**config.mk**
```make
export PLATFORM = sky130hd
export DESIGN_NAME = cpu_sequencer
export DESIGN_NICKNAME = d
export VERILOG_FILES = /design/src/rtl/cpu_sequencer.sv
export SDC_FILE = /design/constraint.sdc
export NUM_CORES = 1
export LEC_CHECK = 0
export ABC_AREA = 1
export BUFFER_PORTS_ARGS = -buffer_cell sky130_fd_sc_hd__buf_2
export CAP_MARGIN = 40
export CORE_MARGIN = 3
export CORE_UTILIZATION = 45
export DETAILED_ROUTE_END_ITERATION = 8
export PLACE_DENSITY = 0.76
export RECOVER_POWER = 50
export SKIP_CTS_REPAIR_TIMING = 1
export SYNTH_ARGS = -nofsm -noshare
export SYNTH_HDL_FRONTEND = slang
export SYNTH_SLANG_ARGS = --single-unit
```
**constraint.sdc**
```tcl
create_clock -name clk -period 1.3 [get_ports clk]
set_input_delay 0.325 -clock clk [delete_from_list [all_inputs] [get_ports clk]]
set_output_delay 0.325 -clock clk [all_outputs]
set_load 0.02 [all_outputs]
```
**src/rtl/cpu_sequencer.sv**
```systemverilog
// cpu_sequencer: micro-cycle counter and instruction register feeding cpu_control.
// Define CPU_SINGLE_STEP_EN to add the step/waiting single-instruction gate.

`ifndef STATE_NEXT
`define STATE_NEXT 4'h0
`endif
`ifndef STATE_FETCH_PC
`define STATE_FETCH_PC 4'h1
`endif
`ifndef STATE_FETCH_INST
`define STATE_FETCH_INST 4'h2
`endif
`ifndef STATE_HALT
`define STATE_HALT 4'h3
`endif

module cpu_sequencer #(
  parameter int unsigned CYCLE_W   = 4,
  parameter int unsigned MAX_CYCLE = 6,
  parameter int unsigned IR_W      = 8
) (
  input  logic               clk,
  input  logic               reset,
  input  logic [3:0]         state,
  input  logic [IR_W-1:0]    bus,
`ifdef CPU_SINGLE_STEP_EN
  input  logic               step,
  output logic               waiting,
`endif
  output logic [CYCLE_W-1:0] cycle,
  output logic [IR_W-1:0]    ir,
  output logic [3:0]         opcode,
  output logic               halted,
  output logic               fault
);

  localparam logic [CYCLE_W-1:0] MaxCycle    = CYCLE_W'(MAX_CYCLE);
  localparam logic [3:0]         StNext      = `STATE_NEXT;
  localparam logic [3:0]         StFetchInst = `STATE_FETCH_INST;
  localparam logic [3:0]         StHalt      = `STATE_HALT;

  // Counter action for this edge, resolved in priority order.
  typedef enum logic [2:0] {
    ActHold,
    ActPark,
    ActHalt,
    ActRestart,
    ActFault,
    ActAdvance
  } act_e;

  act_e               act;
  logic [CYCLE_W-1:0] cycle_q, cycle_d;
  logic [IR_W-1:0]    ir_q, ir_d;
  logic               halted_q, halted_d;
  logic               fault_q, fault_d;
  logic               parked;

`ifdef CPU_SINGLE_STEP_EN
  logic waiting_q, waiting_d;

  assign parked  = waiting_q;
  assign waiting = waiting_q;
`else
  assign parked = 1'b0;
`endif

  // An unknown state compares false everywhere and falls through to a plain advance.
  always_comb begin
    act = ActAdvance;
    if (halted_q) begin
      act = ActHold;
    end else if (parked) begin
      act = ActPark;
    end else if (state == StHalt) begin
      act = ActHalt;
    end else if (state == StNext) begin
      act = ActRestart;
    end else if (cycle_q == MaxCycle) begin
      act = ActFault;
    end
  end

  always_comb begin
    cycle_d  = cycle_q;
    halted_d = halted_q;
    fault_d  = fault_q;
`ifdef CPU_SINGLE_STEP_EN
    waiting_d = waiting_q;
`endif
    unique case (act)
      ActHold: ;
      ActPark: begin
`ifdef CPU_SINGLE_STEP_EN
        if (step) waiting_d = 1'b0;
`endif
      end
      ActHalt: halted_d = 1'b1;
      ActRestart: begin
        cycle_d = '0;
`ifdef CPU_SINGLE_STEP_EN
        waiting_d = 1'b1;
`endif
      end
      ActFault: begin
        cycle_d = '0;
        fault_d = 1'b1;
      end
      ActAdvance: cycle_d = cycle_q + 1'b1;
      default: ;
    endcase
  end

  // The instruction byte is captured independently of what the counter does on this edge.
  always_comb begin
    ir_d = ir_q;
    if (!halted_q && !parked && (state == StFetchInst)) begin
      ir_d = bus;
    end
  end

  always_ff @(posedge clk or posedge reset) begin
    if (reset) begin
      cycle_q  <= '0;
      ir_q     <= '0;
      halted_q <= 1'b0;
      fault_q  <= 1'b0;
    end else begin
      cycle_q  <= cycle_d;
      ir_q     <= ir_d;
      halted_q <= halted_d;
      fault_q  <= fault_d;
    end
  end

`ifdef CPU_SINGLE_STEP_EN
  // Parks before the first instruction after reset.
  always_ff @(posedge clk or posedge reset) begin
    if (reset) begin
      waiting_q <= 1'b1;
    end else begin
      waiting_q <= waiting_d;
    end
  end
`endif

  assign cycle  = cycle_q;
  assign ir     = ir_q;
  assign opcode = ir_q[IR_W-1 -: 4];
  assign halted = halted_q;
  assign fault  = fault_q;

  cycle_in_range: assert property (@(posedge clk) disable iff (reset) cycle_q <= MaxCycle);

endmodule

```
## After elaboration in Yosys (flattened, before gate mapping)

Index checks and enable logic that the tools add are counted.

| word-level totals | value |
|---|---|
| bits in registers | 14 |
| logic and storage cells | 22 |

| operators by class | value |
|---|---|
| add/subtract/negate cells | 1 |
| eq/ne operators | 7 |
| mux-type cells | 5 |
| reduce and logical (&&, ||, !) cells | 5 |

Operators with widths:

| kind | count |
|---|---|
| $mux W3 | 3 |
| $eq A4 B2 Y1 const B | 2 |
| $pmux W4 S2 | 1 |
| $eq A3 B2 Y1 const B | 2 |
| $eq A3 B3 Y1 const B | 2 |
| $add A4 B1 Y4 const B | 1 |
| $eq A4 B3 Y1 const B | 1 |
| $logic_not A4 Y1 | 1 |
| $reduce_bool A2 Y1 | 1 |
| $reduce_or A2 Y1 | 1 |
| $logic_and A1 B1 Y1 | 1 |
| $logic_not A1 Y1 | 1 |
| $mux W1 | 1 |

## Longest topological paths before layout

| logic depth | value |
|---|---|
| depth after elaboration | 8 |
| mapped depth | 7 |

## Worst setup path before layout

Ideal clock, no wire load.

| timing path | value |
|---|---|
| path type | reg-to-reg |
| start point | reg cycle_q[0], in the netlist cycle[0] |
| end point | reg fault_q, in the netlist fault |
| library setup time | 0.116 ns |
| arrival | 1.057 ns |
| slack | 0.127 ns |
| cell stages (with the launch flop) | 7 |
| buffers on the path | 0 |
| clock period less this slack | 1.173 ns |
| cells stage by stage | dfrtp_1 inv_1 ha_1 nand3_1 inv_1 nand2_1 nand2_1 |

| on the way | value |
|---|---|
| cells in the longest elaborated chain, start to end | 6 |

Ends and longest elaborated chain:

| what | line | RTL |
|---|---|---|
| start, declared | 53 | `logic [CYCLE_W-1:0] cycle_q, cycle_d;` |
| start signal, assigned | 129 | `cycle_q <= cycle_d;` |
| $eq A4 B3 Y1 | 79 | `end else if (cycle_q == MaxCycle) begin` |
| $mux W1 | 79 |  |
| $mux W3 | 77 | `end else if (state == StNext) begin` |
| $mux W3 | 75 | `end else if (state == StHalt) begin` |
| $mux W3 | 71 | `if (halted_q) begin` |
| $eq A3 B3 Y1 | 91 | `unique case (act)` |
| end signal, assigned | 132 | `fault_q <= fault_d;` |
| end, declared | 56 | `logic fault_q, fault_d;` |

No other way between the ends.
A chain may end at the register's enable or synchronous reset.

## Worst setup path after layout

| timing path | value |
|---|---|
| start point | reg cycle_q[2], in the netlist cycle[2] |
| end point | out cycle[2] |

RTL lines:

| what | line | RTL |
|---|---|---|
| end, declared | 30 | `output logic [CYCLE_W-1:0] cycle,` |

No word-level cell between the ends.

==> flow_metrics.env <==
export IMPL_status="finished clean"
export IMPL_finalCriticalPeriod_ns=1.241
export IMPL_root_buffer="clkbuf_4"
export IMPL_timing_max_cap_violations=0
export IMPL_layout_common_cells="buf_2 (31), nand2_1 (22), inv_1 (16)"
export IMPL_drive_gt1_share_pct=36.28
export IMPL_cp_start_kind="register"
export IMPL_dp_hpwl_um=1079
export IMPL_required_ns=0.98
export IMPL_die_w_um=46.50
export IMPL_final_common_cell="buf_2"
export IMPL_cts_made_buffers=3
export IMPL_worst_path_largest_cell_delay_ns=0.44
export IMPL_antenna_found_initial=0
export IMPL_cts_buffer_depth=2
export IMPL_synth_seq_cells=14
export IMPL_htreeDepth=1
export IMPL_overflow=0
export IMPL_cts_sinks=14
export IMPL_critPathKind="reg2out"
export IMPL_wl_met2_um=647
export IMPL_ios=32
export IMPL_met3_length_um=99
export IMPL_slew_headroom_pct=64.21
export IMPL_gp_congestion=0.6855
export IMPL_rows=13
export IMPL_io_buffers=31
export IMPL_rsz0062_at_grt="false"
export IMPL_nNetsFinal=131
export IMPL_n_antenna_cell=0
export IMPL_clock_latency_ns=0.27
export IMPL_tns_ns=0
export IMPL_path_cells="buf_2"
export IMPL_setup_ws_ns=0.05921
export IMPL_finClkSkew_ns=0.003631
export IMPL_synth_xor_area_share_pct=1.186
export IMPL_synth_cell_types=17
export IMPL_synth_simple_gate_area_share_pct=23.56
export IMPL_cts_tree="yes"
export IMPL_drc=0
export IMPL_drv_slew=0
export IMPL_final_period_utilization_pct=95.45
export IMPL_synth_top_family_by_area="simple AND/OR/NAND/NOR gates"
export IMPL_grt_pass1_vias=524
export IMPL_hold_ws_ns=0.08318
export IMPL_ir_drop_mv=0.6010
export IMPL_wl_met1_um=611
export IMPL_synth_mux_area_share_pct=0
export IMPL_grt_max_degree=17
export IMPL_synth_compound_area_share_pct=10.17
export IMPL_final_cells=128
export IMPL_synthCells=84
export IMPL_wirelength_um=1368
export IMPL_synth_net_count=100
export IMPL_worstMarginPinSlew_ns=0.5312
export IMPL_seq_area_frac_synth_pct=47.46
export IMPL_path_max_fanout=6
export IMPL_clk_pin_slew_ns=0.08
export IMPL_end_kind="primary output"
export IMPL_synth_fa_ha_area_share_pct=3.390
export IMPL_routed_top_layer="met4"
export IMPL_dr_first_iter_drc_count=6
export IMPL_drt_wirelength_per_cell_um=10.69
export IMPL_yosys_warnings=0
export IMPL_first_pass_iters=4
export IMPL_die_area_um2=2162
export IMPL_syn_area_per_cell_um2=8.788
export IMPL_report_final_hold_viol_count=0
export IMPL_die_h_um=46.50
export IMPL_worstPathArrival_ns=0.92
export IMPL_initial_utilization_pct=52.17
export IMPL_crit_slowest_cell="dfrtp_1"
export IMPL_power_density_nw_per_um2=820.8
export IMPL_leakage_nw=0.5539
export IMPL_syn_area_um2=738.2
export IMPL_cpLargestDelayFamily="flip-flops"
export IMPL_final_util_pct=61.36
export IMPL_avgViaCountPerCell=4.664
export IMPL_dp_cells=125
export IMPL_syn_to_final_growth_pct=17.63
export IMPL_fmax_mhz=805.9
export IMPL_hold_path_class="in2async"
export IMPL_setup_viol=0
export IMPL_dp_slack_ns=0.05290
export IMPL_r2r_slack_ns=0.14
export IMPL_num_vias=597
export IMPL_grt_pass1_wl_um=2214
export IMPL_crit_buf_inv=1
export IMPL_grt_usage_pct=14.29
export IMPL_design_core_area_um2=1415
export IMPL_ant_nets=0
-- report_power, final --
part	switching (mW)	leakage, nW	total (mW)	internal [mW]
registers	0	0.185	0.435	0.435
logic	0.0251	0.355	0.0437	0.0186
clock network	0.127	0.0138	0.234	0.107
-- routing by layer --
metal  track usage (%)  up-vias
li1                  -      313
met1             18.55      264
met2             22.53       18
met3             3.906        2
met4             5.114        0
met5                 0        -
-- Yosys cell counts --
master,n,area [µm²]
dfrtp_1,14,350.3
nand2_1,21,78.83
nand2_2,2,12.51
xor2_1,1,8.760
nand3_4,1,17.52
o21ai_2,8,70.07
buf_6,1,11.26
buf_4,4,30.03
nor2_4,1,11.26
inv_1,16,60.06
ha_1,2,25.02
o21ai_1,1,5.000
nor2_1,3,11.26
nor2_2,1,6.260
nand3_1,6,30.03
inv_2,1,3.750
nand4_1,1,6.260
-- through the flow --
| step | power (mW) | area (µm²) |
|---|---|---|
| 2_1_floorplan | 0.4655 | 738.2 |
| 3_3_place_gp | 0.4900 | 870.8 |
| 3_5_place_dp | 0.4913 | 870.8 |
| 4_1_cts | 0.7241 | 893.4 |
| 5_1_grt | 0.7432 | 868.3 |
| 6_report | 0.7127 | 868.3 |
-- flip-flops by register name, indices dropped and copies added, names as in the netlist --
| register | cells |
|---|---|
| ir | 8 |
| cycle | 4 |
| fault | 1 |
| halted | 1 |
-- layout make-up --
class | count | area (µm²)
clock buffer | 3 | 22.52
fill | 140 | 546.8
inverter | 17 | 63.81
multi-input combinational | 48 | 257.7
sequential | 14 | 350.3
tap | 15 | 18.77
timing repair buffer | 31 | 155.1
-- worst register-to-register path: stages, from the launching register on --
cell and delay, ns:
dfrtp_1 0.44, inv_1 0.09, ha_1 0.20, nand3_1 0.17, inv_1 0.06, nand2_1 0.06, nand2_1 0.04
-- kinds of logic (layout without fill, tap and decap cells) --
kind of cell             Yosys count  in the layout
flip-flops                        14             14
XOR/XNOR                           1              1
adder cells (fa/ha/maj)            2              2
buffers and inverters             22             51
AND/OR/NAND/NOR                   36             36
AO/OA/AOI/OAI                      9              9
-- worst paths after layout --
path,endpoint,cells after the start,start
setup / recovery,cycle[2],1,cycle[2]
hold reg to reg,fault,2,fault
setup reg to reg,fault,6,cycle[0]
max in group asynchronous,ir[5],2,reset
min in group clk,ir[2],3,bus[2]
hold / removal,ir[3],2,reset
Power figures use the tool's default switching activity.
